`src/rtl/pwm_multi_ch_engine.sv`:
```
// Multi-channel PWM / timer engine: edge or center-aligned counters, one-shot, sticky IRQs.
// Define PWM_SHADOW_EN to double-buffer period/duty; shadows load at each boundary or while idle.
module pwm_multi_ch_engine #(
   parameter int NCH = 4,
   parameter int CW  = 16
) (
   input  logic           selected_clk,
   input  logic           RST_I,
   input  logic           tick_en,
   input  logic           cfg_we,
   input  logic [3:0]     cfg_ch,
   input  logic [1:0]     cfg_sel,
   input  logic [CW-1:0]  cfg_wdata,
   input  logic [NCH-1:0] irq_clr,
   output logic [NCH-1:0] o_pwm,
   output logic [NCH-1:0] o_irq,
   output logic [NCH-1:0] o_run
);

   localparam logic [1:0] SEL_PERIOD = 2'd0;
   localparam logic [1:0] SEL_DUTY   = 2'd1;
   localparam logic [1:0] SEL_CTRL   = 2'd2;

   localparam int CTRL_EN      = 0;
   localparam int CTRL_MODE    = 1;
   localparam int CTRL_ALIGN   = 2;
   localparam int CTRL_ONESHOT = 3;
   localparam int CTRL_INV     = 4;

   localparam logic [CW-1:0] ONE = CW'(1);

   typedef enum logic {
      DIR_UP   = 1'b0,
      DIR_DOWN = 1'b1
   } dir_t;

   genvar gi;
   generate
      for (gi = 0; gi < NCH; gi++) begin : g_ch
         logic [4:0]    r_ctrl;
         logic [CW-1:0] r_period;
         logic [CW-1:0] r_duty;
         logic [CW-1:0] r_cnt;
         dir_t          r_dir;
         logic          r_run;
         logic          r_pwm;
         logic          r_irq;

         logic          w_hit;
         logic          w_wr_period;
         logic          w_wr_duty;
         logic          w_wr_ctrl;
         logic          w_active;
         logic          w_boundary;
         logic          w_pwm_next;
         logic [CW-1:0] w_cnt_next;
         dir_t          w_dir_next;

         assign w_hit       = cfg_we && (cfg_ch == 4'(gi));
         assign w_wr_period = w_hit && (cfg_sel == SEL_PERIOD);
         assign w_wr_duty   = w_hit && (cfg_sel == SEL_DUTY);
         assign w_wr_ctrl   = w_hit && (cfg_sel == SEL_CTRL);

         // o_run already drops on one-shot completion, so it gates the counter as well.
         assign w_active = r_ctrl[CTRL_EN] && r_run;

         always_comb begin
            w_cnt_next = r_cnt;
            w_dir_next = r_dir;
            w_boundary = 1'b0;
            if (!w_active || (r_period == '0)) begin
               w_cnt_next = '0;
               w_dir_next = DIR_UP;
            end else if (tick_en) begin
               if (!r_ctrl[CTRL_ALIGN]) begin
                  // >= also recovers when the period shrinks below the live count.
                  if (r_cnt >= (r_period - ONE)) begin
                     w_cnt_next = '0;
                     w_boundary = 1'b1;
                  end else begin
                     w_cnt_next = r_cnt + ONE;
                  end
               end else begin
                  unique case (r_dir)
                     DIR_UP: begin
                        if (r_cnt < r_period) begin
                           w_cnt_next = r_cnt + ONE;
                        end else if (r_period == ONE) begin
                           w_cnt_next = '0;
                           w_boundary = 1'b1;
                        end else begin
                           w_cnt_next = r_period - ONE;
                           w_dir_next = DIR_DOWN;
                        end
                     end
                     DIR_DOWN: begin
                        if (r_cnt <= ONE) begin
                           w_cnt_next = '0;
                           w_dir_next = DIR_UP;
                           w_boundary = 1'b1;
                        end else begin
                           w_cnt_next = r_cnt - ONE;
                        end
                     end
                  endcase
               end
            end
         end

         assign w_pwm_next = (w_active && r_ctrl[CTRL_MODE] && (r_period != '0) &&
                              (r_cnt < r_duty)) ^ r_ctrl[CTRL_INV];

         always_ff @(posedge selected_clk or negedge RST_I) begin
            if (!RST_I) begin
               r_ctrl <= '0;
               r_run  <= 1'b0;
               r_cnt  <= '0;
               r_dir  <= DIR_UP;
               r_pwm  <= 1'b0;
               r_irq  <= 1'b0;
            end else begin
               r_cnt <= w_cnt_next;
               r_dir <= w_dir_next;
               r_pwm <= w_pwm_next;
               if (w_wr_ctrl) begin
                  r_ctrl <= cfg_wdata[4:0];
                  r_run  <= cfg_wdata[CTRL_EN];
               end else if (w_boundary && r_ctrl[CTRL_ONESHOT]) begin
                  r_run <= 1'b0;
               end
               // A boundary on the same clock as a clear keeps the flag set.
               if (w_boundary) begin
                  r_irq <= 1'b1;
               end else if (irq_clr[gi]) begin
                  r_irq <= 1'b0;
               end
            end
         end

`ifdef PWM_SHADOW_EN
         logic [CW-1:0] r_period_sh;
         logic [CW-1:0] r_duty_sh;

         always_ff @(posedge selected_clk or negedge RST_I) begin
            if (!RST_I) begin
               r_period_sh <= '0;
               r_duty_sh   <= '0;
               r_period    <= '0;
               r_duty      <= '0;
            end else begin
               if (w_wr_period) begin
                  r_period_sh <= cfg_wdata;
               end
               if (w_wr_duty) begin
                  r_duty_sh <= cfg_wdata;
               end
               // Loads the pre-write shadow, so a write on a boundary clock waits for the next one.
               if (w_boundary || !w_active) begin
                  r_period <= r_period_sh;
                  r_duty   <= r_duty_sh;
               end
            end
         end
`else
         always_ff @(posedge selected_clk or negedge RST_I) begin
            if (!RST_I) begin
               r_period <= '0;
               r_duty   <= '0;
            end else begin
               if (w_wr_period) begin
                  r_period <= cfg_wdata;
               end
               if (w_wr_duty) begin
                  r_duty <= cfg_wdata;
               end
            end
         end
`endif

         assign o_pwm[gi] = r_pwm;
         assign o_irq[gi] = r_irq;
         assign o_run[gi] = r_run;
      end
   endgenerate

endmodule

```
`config.mk`:
```
export PLATFORM = sky130hd
export DESIGN_NAME = pwm_multi_ch_engine
export DESIGN_NICKNAME = d
export VERILOG_FILES = /design/src/rtl/pwm_multi_ch_engine.sv
export SDC_FILE = /design/constraint.sdc
export NUM_CORES = 1
export LEC_CHECK = 0
export CAP_MARGIN = 20
export CORE_MARGIN = 1
export CORE_UTILIZATION = 30
export CTS_CLUSTER_DIAMETER = 120
export DETAILED_ROUTE_END_ITERATION = 7
export SETUP_SLACK_MARGIN = 0.2
export SYNTH_ARGS = -nofsm -noshare
export SYNTH_HDL_FRONTEND = slang
export SYNTH_SLANG_ARGS = --single-unit
```
`constraint.sdc`:
```
create_clock -name selected_clk -period 8.14 [get_ports selected_clk]
set_input_delay 1.628 -clock selected_clk [delete_from_list [all_inputs] [get_ports selected_clk]]
set_output_delay 1.628 -clock selected_clk [all_outputs]
set_load 0.01 [all_outputs]
```
# After elaboration in Yosys (flattened, before gate mapping)

Cells that the tools add are included.

Equal/unequal tests: 9
Muxes and demuxes: 108
$add $sub $neg: 12
$lt $le $gt $ge: 16
Bitwise logic cells: 8
Reductions and logical operators: 74

Operators by type and width:

| cell                    | count |
|---|---|
| $mux W16                | 28 |
| $lt A16 B16 Y1          | 8 |
| $pmux W16 S2            | 4 |
| $sub A16 B1 Y16 const B | 8 |
| $mux W1                 | 68 |
| $add A16 B1 Y16 const B | 4 |
| $eq A16 B1 Y1 const B   | 4 |
| $ge A16 B16 Y1          | 4 |
| $le A16 B1 Y1 const B   | 4 |
| $logic_not A16 Y1       | 4 |
| $reduce_bool A16 Y1     | 4 |
| $logic_and A1 B1 Y1     | 36 |
| $reduce_bool A2 Y1      | 16 |
| $pmux W1 S2             | 8 |
| $eq A4 B2 Y1 const B    | 2 |
| $reduce_and A2 Y1       | 4 |
| $eq A4 B1 Y1 const B    | 1 |
| $logic_not A1 Y1        | 4 |
| $logic_not A4 Y1        | 1 |
| $logic_or A1 B1 Y1      | 4 |
| $not A1 Y1              | 4 |
| $xor A1 B1 Y1           | 4 |
| $eq A2 B1 Y1 const B    | 1 |
| $eq A2 B2 Y1 const B    | 1 |
| $logic_not A2 Y1        | 1 |

Register bits after elaboration: 228
Bits of input ports: 30
Word-level logic and storage cells: 259
Output and inout port bits: 12

# Depth between registers and ports, before layout

Gate-level depths: netlist of run 1.

Depth after elaboration: 10
Gate-level depth with buffers: 15
Mapped depth without buffers: 14

# Least setup slack after synthesis of run 1

Ideal clock, no wire load.

Path kind: register to register
Start: register g_ch[0].r_period[0]
End: register g_ch[0].r_cnt[10]
Path slack: 4.482 ns
Setup time: 0.104 ns
Stages on the path, launching flop included: 15
Arrival: 3.554 ns
Clock period less this slack: 3.658 ns
Required time: 8.036 ns
Path buffers: 1
Cell sequence: dfrtp_1 -> inv_1 -> ha_1 -> nor4b_2 -> nand3_2 -> or3_1 -> xnor2_1 -> ha_1 -> and4_1 -> a221o_1 -> a21o_1 -> a31oi_1 -> clkbuf_1 -> nand4_1 -> o311ai_1

Longest elaborated chain between the ends: 7
Elaborated cells on any way between the ends: 14
Classes of those cells: add/sub: 1; order compare: 2; eq/ne: 1; mux: 7; reduce/logical: 3

Ends and longest elaborated chain:

| item                                                                    | line | RTL |
|---|---|---|
| from (decl)                                                             | 41   | `logic [CW-1:0] r_period;` |
| from (signal assigned)                                                  | 171  | `r_period <= cfg_wdata;` |
| parallel branches: the longest is 7 deep, another holds $sub A16 B1 Y16 | n/a  |  |
| to (signal assigned)                                                    | 122  | `r_cnt <= w_cnt_next;` |
| to (decl)                                                               | 43   | `logic [CW-1:0] r_cnt;` |

Parallel ways; which one is timed is not known. The select of a mux whose other input is x is not followed.
A chain may end at the register's enable or synchronous reset.

# Worst setup path in the final report of run 1

Start: register g_ch[2].r_period[2]
End: register g_ch[2].r_cnt[11]

Longest elaborated chain between the ends: 7
Elaborated cells on any way between the ends: 14
Classes of those cells: add/sub: 1; order compare: 2; eq/ne: 1; mux: 7; reduce/logical: 3

Ends and longest elaborated chain:

| item                                                                    | line |
|---|---|
| from (decl)                                                             | 41 |
| from (signal assigned)                                                  | 171 |
| parallel branches: the longest is 7 deep, another holds $sub A16 B1 Y16 | n/a |
| to (signal assigned)                                                    | 122 |
| to (decl)                                                               | 43 |

Parallel ways; which one is timed is not known. The select of a mux whose other input is x is not followed.

==> implementation parameters, run 1 <==
Parameter                              Value

Outcome
  Run status ... complete, no violations

Clock tree
  Number of buffers created by CTS ... 29
  TritonCTS clock tree ... yes
  Number of H-tree levels ... 1
  Count of hold buffers inserted by post-cts repair ... 0
  Clock latency reported for the late side of the worst-skew pair ... 0.58 ns
  Longest Clk Path Bufs ... 3
  Post-cts gate resize count ... 0
  Count of clock tree sinks ... 228
  Root buffer cell ... clkbuf_16
  Buffers inserted by post-CTS timing repair ... 0
  CTS clock-pin slew for the worst setup and hold paths ... 0.06 ns

Die
  Die footprint ... 64300 um2
  Top-level port count ... 42
  Die width ... 254 um
  Initial Util ... 30.6%
  Die extent in y ... 254 um
  Count of standard-cell rows ... 91
  Area inside the core boundary ... 62200 um2

Setup path
  Required time worst endpoint ... 8.61 ns
  Maximum fanout encountered on the critical timing path ... 9
  Worst reg-to-reg setup slack ... 3.71 ns
  Sort of element at the start of the critical path ... flop
  Critical setup path kind ... reg -> reg
  Arrival time at the worst endpoint ... 4.90 ns
  Endpoint class of the critical path ... flop

Drt
  Via total after detailed routing ... 17113
  Antenna Violating Nets Remaining ... 0
  Vias per Instance ... 5.63
  Number of detailed-routing iterations run before antenna repair ... 8
  DR iter-0 viols ... 1711
  Total wirelength of the detailed-routed design ... 60.0 mm
  DRC errors left ... 0
  Wire length per cell after detailed routing ... 19.7 um

Logic synthesis
  Most frequent cells after synthesis ... dfrtp_1 (228), ha_1 (208), nand2_1 (194), inv_1 (176), o21ai_0 (150)
  Dominant cell by count in the synthesized netlist ... dfrtp_1
  Post-synth top area cell ... dfrtp_1
  Synth top area cells ... dfrtp_1 (30%), ha_1 (14%), mux2_2 (4.5%)
  Sequential cell area fraction in the yosys report ... 30.0%
  Distinct cells, synth ... 100
  Synth top area share ... 30.0%
  Post-Syn Area per Cell ... 8.60 um2
  Post-synthesis instance area ... 19000 um2
  Primary FF master, synth ... dfrtp_1
  Proportion of register bits with asynchronous set or reset after synthesis ... 100%
  EDFF count, synth ... 0
  Number of instances in the synthesized netlist ... 2209
  Syn nets ... 2447
  Warnings from Yosys ... 0
  Flop and latch count out of synthesis ... 228

Global route
  Global-route congestion overflow total ... 0
  Total GRT Usage ... 18.5%
  Vias in the first global route ... 16344
  Number of antenna violations at the first check in global routing ... 3
  Global-route wire length before repair ... 94.5 mm
  Largest net degree at the start of global routing ... 123

Cells and area
  Nets ... 2419
  Area taken by flip-flops and latches ... 5710 um2
  Finished layout cell area ... 21100 um2
  Fraction of final layout cells sized beyond drive strength 1 ... 8.72%
  Total of fill cells in the finished design ... 6454
  Antenna Diode Count ... 0
  Area growth, synth to finish ... 11.2%
  Area of combinational cells with multiple inputs ... 12100 um2

Placed design
  Post-Place Cell Area ... 20100 um2
  Count of buffers inserted at the top-level ports ... 41
  Final estimated routing congestion in global placement ... 0.906
  DPL Wire Length ... 44.2 mm

STA
  Worst Hold Slack ... 0.454 ns
  Setup repair after global routing missed its margin ... no
  Relative slew slack ... 25.2%
  Fin Clk Skew ... 0.0110 ns
  Setup tns final ... 0 ns
  Period utilisation layout ... 54.4%
  Peak Freq ... 0.226 GHz
  Worst-margin pin slew ... 1.09 ns
  Number of pins exceeding their max-slew limit in the final report ... 0
  Final setup violation count ... 0
  Crit path time final ... 4.43 ns
  Fin. Hold Viols ... 0

Min path
  Tightest Hold Check Type ... reg -> reg

Power and ir drop
  Power density cells ... 176 nW/um2
  Leak Pwr ... 9.32 nW
  Max rail drop VDD ... 0.000203 V
  Overall power of the completed layout ... 0.00372 W

Run
  Max-cap viol count ... 0
## critical path, stage by stage (launching register included)
cell,delay [ns]
dfrtp_1,0.45
nor4_2,0.66
nand3_1,0.33
or2_2,0.38
xnor2_1,0.21
ha_1,0.28
a21o_1,0.19
a211oi_1,0.23
o21a_1,0.16
o21ai_0,0.23
a21oi_1,0.58
nand2_2,0.31
o311ai_1,0.34
## power by group
group / switching, W / internal [W]
logic: 0.000570 / 0.000366
registers: 0.000120 / 0.00126
clock network: 0.000542 / 0.000864
## layout by cell type (no fill, tap or decap), types with 13 or more instances in the layout
cell type | netlist | routed
o21ai_0 | 150 | 150
nand3_1 | 74 | 74
xnor2_1 | 84 | 84
inv_1 | 176 | 176
or3_1 | 22 | 22
o21ai_1 | 18 | 18
nor4_1 | 34 | 34
o211ai_1 | 27 | 27
a211oi_1 | 28 | 28
a31oi_1 | 13 | 13
nand4_1 | 40 | 40
o31ai_1 | 15 | 15
xor2_1 | 26 | 26
nor2_1 | 126 | 124
nand2_1 | 194 | 194
buf_4 | 16 | 14
nor2b_1 | 15 | 15
and3_1 | 22 | 22
o22ai_1 | 13 | 13
clkdlybuf4s50_1 | 0 | 40
a21oi_1 | 92 | 92
nor3_1 | 72 | 70
clkbuf_16 | 0 | 29
o21a_1 | 22 | 22
ha_1 | 208 | 208
and4_1 | 18 | 18
mux2_2 | 76 | 76
a21o_1 | 31 | 31
nand2b_1 | 16 | 16
dfrtp_1 | 228 | 228
## final cells by class
class,count,area share (%)
clock buffers,41,3.93
clock inverters,12,0.907
multi-input cells,1687,57.4
inverters,178,3.16
repair buffers,57,2.58
flip-flops and latches,228,27.0
well taps,837,4.96
## registers in the layout (all words and copies together), names as in the netlist
signal         cells
g_ch.r_cnt        64
g_ch.r_ctrl       20
g_ch.r_dir         4
g_ch.r_duty       64
g_ch.r_irq         4
g_ch.r_period     64
g_ch.r_pwm         4
g_ch.r_run         4
## logic make-up (layout without fill, tap and decap cells)
family / count (synthesis) / after routing / synth area share [%]
simple gates: 710 / 710 / 19.3
buf+inv: 294 / 288 / 6.19
flops: 228 / 228 / 30.0
compound gates: 575 / 575 / 20.8
xor+xnor: 110 / 110 / 5.07
fa+ha+maj: 208 / 208 / 13.7
mux: 84 / 84 / 4.95
## metal layers
layer,track usage (%),share of wire [%]
met3,2.38,6.0
met5,0,0
met4,5.20,2.6
met1,25.8,46
met2,29.9,46
## stage by stage
stage / util (%) / setup WS [ns] / std cells
finish: 34.0 / 3.71 / 3040
global route: 34.0 / 3.39 / 3040
CTS: 33.9 / 3.76 / 3037
detailed placement: 32.3 / 3.62 / 2984
global placement: 32.3 / 3.67 / 2983
floorplan: - / 4.48 / 2209
## worst paths after layout
path,start,endpoint,depth (start not counted)
min,g_ch[1].r_ctrl[3],g_ch[1].r_run,1
min reg2reg,g_ch[1].r_ctrl[3],g_ch[1].r_run,1
max,g_ch[2].r_period[2],g_ch[2].r_cnt[11],12
max reg2reg,g_ch[2].r_period[2],g_ch[2].r_cnt[11],12
max in group asynchronous,RST_I,g_ch[2].r_cnt[7],2
min in group asynchronous,RST_I,g_ch[1].r_cnt[4],1
Power figures use the tool's default switching activity.
==> run 2, diff against run 1 <==
==> constraint.sdc (replaced) <==
create_clock -name selected_clk -period 4 [get_ports selected_clk]
set_input_delay 0.8 -clock selected_clk [delete_from_list [all_inputs] [get_ports selected_clk]]
set_output_delay 0.8 -clock selected_clk [all_outputs]
set_load 0.01 [all_outputs]
==> run 2 against run 1 <==
Clock skew rose by 0.0014 ns. Combinational power rose by 120%. Count of clock-buffer cells in the layout fell by 4. Non-clock buffer count rose by 79. Fmax rose by 23%. Sequential share of layout area fell by 0.93 points. Hold slack got worse by 0.20 ns. Register-to-register slack got worse by 3.3 ns. Critical path depth rose by 1. Critical endpoint is now g_ch[3].r_cnt[6]. Highest routed layer is now met5.
==> implementation parameters, run 2 (synthesized netlist as in run 1, its figures left out) <==
Parameter                              Value

Setup path
  Standard cell with the maximum stage delay on the critical path ... dfrtp_1
  Most frequent CP cell ... buf_4
  Critical path buffer and inverter count ... 2 (+2)
  Arrival time at the worst endpoint ... 4.12 ns (-0.78 ns)
  Worst reg-to-reg setup slack ... 0.39 ns (-3.32 ns)
  Largest delay contributor family on the critical path ... compound AO/OA/AOI/OAI gates
  Sort of element at the start of the critical path ... flop
  Cells on worst reg2reg path ... 13 (+1)
  Required time worst endpoint ... 4.51 ns (-4.10 ns)
  Launching point of the worst reg2reg path ... g_ch[3].r_period[5]
  Critical path cell sequence ... nor4_2 -> buf_4 -> nand3_1 -> or3_4 -> xnor2_2 -> ha_1 -> and4_1 -> a311oi_1 -> o211ai_1 -> buf_4 -> o21a_2 -> o41ai_1 -> a22o_1
  Endpoint class of the critical path ... flop
  Delay of the slowest cell on the worst path ... 0.42 ns (-0.24 ns)
  Reg-to-Reg End ... g_ch[3].r_cnt[6]
  Maximum fanout encountered on the critical timing path ... 10 (+1)
  Critical setup path kind ... reg -> reg

Power and ir drop
  Power density cells ... 355 nW/um2 (+100%)
  Max rail drop VDD ... 0.000332 V (+64%)
  Leak Pwr ... 9.79 nW (+5.0%)

Clock tree
  Count of clock tree sinks ... 228 (unchanged)
  CTS clock-pin slew for the worst setup and hold paths ... 0.06 ns (about the same)
  Number of buffers created by CTS ... 29 (unchanged)
  Count of hold buffers inserted by post-cts repair ... 0 (unchanged)
  Root buffer cell ... clkbuf_16
  TritonCTS clock tree ... yes
  Longest Clk Path Bufs ... 3 (unchanged)
  Clock latency reported for the late side of the worst-skew pair ... 0.57 ns (about the same)
  Number of H-tree levels ... 1 (unchanged)

STA
  Fin. Hold Viols ... 0 (unchanged)
  Fin Clk Skew ... 0.0124 ns (+0.00139 ns)
  Crit path time final ... 3.61 ns (-0.820 ns)
  Setup repair after global routing missed its margin ... yes
  Worst Hold Slack ... 0.255 ns (-0.199 ns)
  Setup tns final ... 0 ns (unchanged)
  Relative slew slack ... 31.7% (+6.6 points)
  Peak Freq ... 0.277 GHz (+23%)
  Worst setup margin ... 0.393 ns (-3.32 ns)
  Worst-margin pin slew ... 1.02 ns (-0.0738 ns)
  Number of pins exceeding their max-slew limit in the final report ... 0 (unchanged)
  Final setup violation count ... 0 (unchanged)
  Period utilisation layout ... 90.2% (+36 points)

Cells and area
  Most frequent cells in the layout ... dfrtp_1 (227), ha_1 (207), nand2_1 (194)
  Registers with the highest flip-flop counts ... g_ch.r_cnt (64), g_ch.r_duty (64), g_ch.r_period (64)
  Antenna Diode Count ... 0 (unchanged)
  Nets ... 2498 (+3.3%)
  Area growth, synth to finish ... 15.2%
  Commonest non-fill, non-tap cell in the layout ... dfrtp_1
  Fraction of final layout cells sized beyond drive strength 1 ... 12.9% (+4.2 points)

Outcome
  Run status ... complete, no violations

Global route
  Vias in the first global route ... 17034 (+4.2%)
  Global-route congestion overflow total ... 0 (unchanged)
  Largest net degree at the start of global routing ... 86 (-30%)
  Number of antenna violations at the first check in global routing ... 2 (-1)
  Global-route wire length before repair ... 96.7 mm (+2.4%)
  Total GRT Usage ... 18.9% (+0.40 points)

Drt
  Antenna Violating Nets Remaining ... 0 (unchanged)
  DRC errors left ... 0 (unchanged)
  Total wirelength of the detailed-routed design ... 61.5 mm (+2.4%)
  Via total after detailed routing ... 17433 (+1.9%)
  DR iter-0 viols ... 1616 (-5.6%)
  Wire length per cell after detailed routing ... 19.7 um (-0.11%)
  Vias per Instance ... 5.59 (-0.65%)
  Number of detailed-routing iterations run before antenna repair ... 5 (-3)

Run
  Max-cap viol count ... 0 (unchanged)

Placed design
  DPL Wire Length ... 46.1 mm (+4.3%)
  Count of buffers inserted at the top-level ports ... 41 (unchanged)
  Final estimated routing congestion in global placement ... 0.938 (+3.6%)
  Post-placement setup slack ... 0.194 ns (-3.43 ns)

Die
  Count of standard-cell rows ... 91 (unchanged)
  Die extent in y ... 254 um (unchanged)
  Die width ... 254 um (unchanged)
  Top-level port count ... 42 (unchanged)
  Die footprint ... 64300 um2 (unchanged)
  Area inside the core boundary ... 62200 um2 (unchanged)
  Initial Util ... 30.6% (unchanged)

Min path
  Tightest Hold Check Type ... in -> async
[run 2: changes by cell type in the layout (fill, tap and decap cells not counted), sizes merged]
cell	before	now
clkinvlp	1	4
clkinv	6	5
buf	16	96
bufinv	5	6
clkbuf	42	37
inv	178	177
[run 2: final cells by class]
cell class / instances / area [um2]
Tap cell: 837 / 1050
Clock inverter: 14 / 230
Inverter: 178 / 668
Fill cell: 6391 / 40300
Clock buffer: 37 / 826
Sequential cell: 228 / 5710
Multi-Input combinational cell: 1687 / 12200
Timing Repair Buffer: 136 / 1160
[run 2: worst max path at each step]
stage                                   start           endpoint  slack [ns]  cells past startpoint
after floorplan           g_ch[0].r_period[0]  g_ch[0].r_cnt[10]        0.34                     14
after global placement    g_ch[0].r_period[0]  g_ch[0].r_cnt[10]        0.32                     13
after detailed placement  g_ch[0].r_period[0]  g_ch[0].r_cnt[10]        0.19                     13
after CTS                 g_ch[1].r_period[8]   g_ch[1].r_cnt[6]        0.22                     12
after global routing      g_ch[3].r_period[5]   g_ch[3].r_cnt[6]        0.16                     14
final                     g_ch[3].r_period[5]   g_ch[3].r_cnt[6]        0.39                     13
[run 2: timing repair]
action | CTS | global route
gates cloned | 0 | 0
endpoints found under the setup margin | 1 | 47
resized for setup | 2 | 22
pin swaps | 0 | 6
buffers inserted | 0 | 11
[run 2: power breakdown]
part	internal (W)	switching, W
registers	0.00257	0.000249
logic	0.000837	0.00118
clock network	0.00183	0.00111
total	0.00523	0.00254
[run 2: stage by stage]
stage	instances	utilization [%]	area (um2)	power (W)
after floorplan	2209	-	19000	0.00410
after global placement	3054	33.1	20600	0.00470
after detailed placement	3054	33.1	20600	0.00477
after CTS	3105	34.9	21700	0.00774
after global routing	3117	35.2	21900	0.00818
final	3117	35.2	21900	0.00777
[run 2: worst reg2reg max path, stage by stage (launching register included)]
cell      delay (ns)
dfrtp_1         0.42
nor4_2          0.29
buf_4           0.18
nand3_1         0.13
or3_4           0.38
xnor2_2         0.20
ha_1            0.27
and4_1          0.19
a311oi_1        0.29
o211ai_1        0.17
buf_4           0.21
o21a_2          0.27
o41ai_1         0.38
a22o_1          0.17
[run 2: per-layer routing]
metal | up-vias | share of wire [%] | track usage (%) | routed length [um]
met5 | - | 0.044 | 0 | 27
met4 | 4 | 2.7 | 5.23 | 1670
met3 | 112 | 6.0 | 2.95 | 3680
met2 | 554 | 45 | 30.1 | 27600
met1 | 8539 | 46 | 26.4 | 28500
li1 | 8224 | - | - | -
==> run 3, diff against run 2 <==
--- a/config.mk
+++ b/config.mk
@@ -5,6 +5,7 @@
 export SDC_FILE = /design/constraint.sdc
 export NUM_CORES = 1
 export LEC_CHECK = 0
+export ABC_AREA = 1
 export CAP_MARGIN = 20
 export CORE_MARGIN = 1
 export CORE_UTILIZATION = 30
==> run 3 against run 2 <==
Total power rose by 7.3%. Clock power fell by 6%. Cell area rose by 3.1%. First-iteration DRC count fell by 9.3%. Fmax rose by 17%. Largest cell class unchanged.
==> implementation parameters, run 3 <==
Parameter                              Value

Outcome
  Run status ... complete, no violations

Setup path
  Maximum fanout encountered on the critical timing path ... 6 (-4)
  Required time worst endpoint ... 4.45 ns (-0.06 ns)
  Worst reg-to-reg setup slack ... 0.91 ns (+0.52 ns)
  Cells on worst reg2reg path ... 17 (+4)
  Endpoint class of the critical path ... flop
  Arrival time at the worst endpoint ... 3.54 ns (-0.58 ns)
  Reg-to-Reg End ... g_ch[3].r_cnt[0]
  Critical setup path kind ... reg -> reg
  Sort of element at the start of the critical path ... flop
  Launching point of the worst reg2reg path ... g_ch[3].r_period[0]

Clock tree
  Number of H-tree levels ... 1 (unchanged)
  Buffers inserted by post-CTS timing repair ... 0 (unchanged)
  Number of buffers created by CTS ... 28 (-3.4%)
  TritonCTS clock tree ... yes
  Count of hold buffers inserted by post-cts repair ... 0 (unchanged)
  Longest Clk Path Bufs ... 3 (unchanged)
  Count of clock tree sinks ... 228 (unchanged)
  Clock latency reported for the late side of the worst-skew pair ... 0.59 ns (+0.02 ns)
  Root buffer cell ... clkbuf_16
  Post-cts gate resize count ... 0 (-2)
  CTS clock-pin slew for the worst setup and hold paths ... 0.07 ns (about the same)

Logic synthesis
  Distinct cells, synth ... 49 (-51%)
  Proportion of register bits with asynchronous set or reset after synthesis ... 100% (unchanged)
  Most frequent cells after synthesis ... nand2_1 (969), inv_1 (368), dfrtp_1 (228), o21ai_0 (226), nor2_1 (211)
  Sequential cell area fraction in the yosys report ... 28.2% (-1.8 points)
  Flop and latch count out of synthesis ... 228 (unchanged)
  Portion of netlist area occupied by mux cells ... 0% (-5.0 points)
  Post-synthesis instance area ... 20200 um2 (+6.5%)
  Primary FF master, synth ... dfrtp_1
  Syn nets ... 3265 (+33%)
  Synth Area in XOR/XNOR ... 3.59% (-1.5 points)
  Warnings from Yosys ... 0 (unchanged)
  Combinational family with the most area after synthesis ... simple AND/OR/NAND/NOR gates
  Post-Syn Area per Cell ... 6.68 um2 (-22%)
  Share of the synthesized area in compound gates (AO/OA/AOI/OAI) ... 11.3% (-9.5 points)
  Post-Synth Adder-Cell Area ... 12.9% (-0.84 points)
  Synth top area cells ... dfrtp_1 (28%), nand2_1 (18%), ha_1 (13%)
  EDFF count, synth ... 0 (unchanged)
  Post-synth top area cell ... dfrtp_1
  Number of instances in the synthesized netlist ... 3027 (+37%)
  Synth Area in Simple Gates ... 34.2% (+15 points)
  Synth top area share ... 28.2% (-1.8 points)
  Dominant cell by count in the synthesized netlist ... nand2_1

Cells and area
  Registers with the highest flip-flop counts ... g_ch.r_cnt (64), g_ch.r_duty (64), g_ch.r_period (64)
  Most frequent cells in the layout ... nand2_1 (969), inv_1 (368), dfrtp_1 (228)
  Finished layout cell area ... 22500 um2 (+3.1%)
  Antenna Diode Count ... 0 (unchanged)
  Number of standard cells in the layout, taps in and fillers out ... 3934 (+26%)
  Commonest non-fill, non-tap cell in the layout ... nand2_1
  Nets ... 3286 (+32%)
  Area growth, synth to finish ... 11.4%
  Fraction of final layout cells sized beyond drive strength 1 ... 7.20% (-5.7 points)
  Layout Utilization ... 34.0% (-1.1 points)

Drt
  Via total after detailed routing ... 19281 (+11%)
  Wire length per cell after detailed routing ... 15.6 um (-21%)
  Antenna Violating Nets Remaining ... 0 (unchanged)
  DRC errors left ... 0 (unchanged)
  Vias per Instance ... 4.90 (-12%)
  Number of detailed-routing iterations run before antenna repair ... 5 (unchanged)
  DR iter-0 viols ... 1465 (-9.3%)
  Total wirelength of the detailed-routed design ... 61.4 mm (about the same)

Die
  Count of standard-cell rows ... 94 (+3.3%)
  Die width ... 262 um (+3.2%)
  Top-level port count ... 42 (unchanged)
  Die extent in y ... 262 um (+3.2%)
  Area inside the core boundary ... 66200 um2 (+6.5%)
  Die footprint ... 68500 um2 (+6.5%)
  Initial Util ... 30.6% (about the same)

Global route
  Global-route congestion overflow total ... 0 (unchanged)
  Total GRT Usage ... 18.0% (-0.94 points)
  Global-route wire length before repair ... 98.8 mm (+2.1%)
  Vias in the first global route ... 18025 (+5.8%)
  Largest net degree at the start of global routing ... 100 (+16%)
  Number of antenna violations at the first check in global routing ... 1 (-1)

STA
  Setup repair after global routing missed its margin ... no
  Setup tns final ... 0 ns (unchanged)
  Crit path time final ... 3.09 ns (-0.516 ns)
  Number of pins exceeding their max-slew limit in the final report ... 0 (unchanged)
  Peak Freq ... 0.324 GHz (+17%)
  Worst-margin pin slew ... 0.853 ns (-0.167 ns)
  Fin. Hold Viols ... 0 (unchanged)
  Relative slew slack ... 43.0% (+11 points)
  Period utilisation layout ... 77.3% (-13 points)
  Fin Clk Skew ... 0.0286 ns (+0.0162 ns)
  Worst Hold Slack ... 0.274 ns (+0.0189 ns)
  Final setup violation count ... 0 (unchanged)

Run
  Max-cap viol count ... 0 (unchanged)

Placed design
  Count of buffers inserted at the top-level ports ... 41 (unchanged)
  DPL Wire Length ... 46.3 mm (+0.52%)
  Post-Place Cell Area ... 21600 um2 (+4.6%)
  Placed Cells incl. Taps ... 3882 (+27%)
  Final estimated routing congestion in global placement ... 0.927 (-1.2%)

Power and ir drop
  Max rail drop VDD ... 0.000314 V (-5.4%)
  Power density cells ... 370 nW/um2 (+4.1%)
  Leak Pwr ... 11.8 nW (+21%)

Min path
  Tightest Hold Check Type ... in -> async
==> run 3: cell families after synthesis <==
family / after synthesis
and+or+nand+nor: 1591
adders and majority gates: 208
xor gates and xnor gates: 83
DFF: 228
buffers and inverters: 484
AOI/OAI and AO/OA: 433
==> run 3: worst max-delay path, stage by stage, from the launching register on <==
cell,delay (ns)
dfrtp_1,0.42
inv_1,0.18
ha_1,0.23
nand2_2,0.12
nor3_2,0.20
nand4_1,0.13
xor2_1,0.25
inv_1,0.07
ha_1,0.27
nand2_1,0.07
nor3_1,0.26
nand3_1,0.11
nand3_1,0.10
nand2_1,0.11
nand2_2,0.15
inv_1,0.13
nand2_1,0.09
o21ai_0,0.07
==> run 3: metal layers <==
layer / up-vias / global-route usage (%) / wire length [um]
met3: 89 / 2.29 / 3600
met4: 0 / 4.73 / 1540
met5: - / 0 / 0
met1: 8883 / 26.3 / 30100
met2: 521 / 27.7 / 26200
li1: 9788 / - / -
==> run 3: cell type report <==
cell class | instances | area, um2
Fill cell | 7191 | 43700
Multi-Input combinational cell | 2315 | 12500
Sequential cell | 228 | 5710
Inverter | 390 | 1480
Tap cell | 864 | 1080
Timing Repair Buffer | 85 | 758
Clock buffer | 33 | 749
Clock inverter | 19 | 239
==> run 3: how the worst max path moves through the flow <==
stage | slack, ns | end | startpoint | depth (start not counted)
after floorplan | 1.40 | g_ch[0].r_cnt[8] | g_ch[0].r_period[0] | 17
after global placement | 0.99 | g_ch[3].r_cnt[1] | g_ch[3].r_period[0] | 17
after detailed placement | 0.94 | g_ch[3].r_cnt[1] | g_ch[3].r_period[0] | 17
after CTS | 0.93 | g_ch[3].r_cnt[1] | g_ch[3].r_period[0] | 17
after global routing | 0.55 | g_ch[3].r_cnt[0] | g_ch[3].r_period[0] | 17
final | 0.91 | g_ch[3].r_cnt[0] | g_ch[3].r_period[0] | 17
==> run 3: through the flow <==
step	total power, W	setup slack, ns
3_5_place_dp	0.00559	0.944
3_3_place_gp	0.00556	0.987
6_report	0.00834	0.909
5_1_grt	0.00896	0.550
4_1_cts	0.00840	0.931
2_1_floorplan	0.00481	1.40
==> run 3: report_power, final <==
group          total (W)  internal [W]  leakage, nW  switching (W)
combinational    0.00283      0.000959         8.23        0.00187
clock            0.00276       0.00161        0.486        0.00115
sequential       0.00275       0.00253         3.08       0.000224
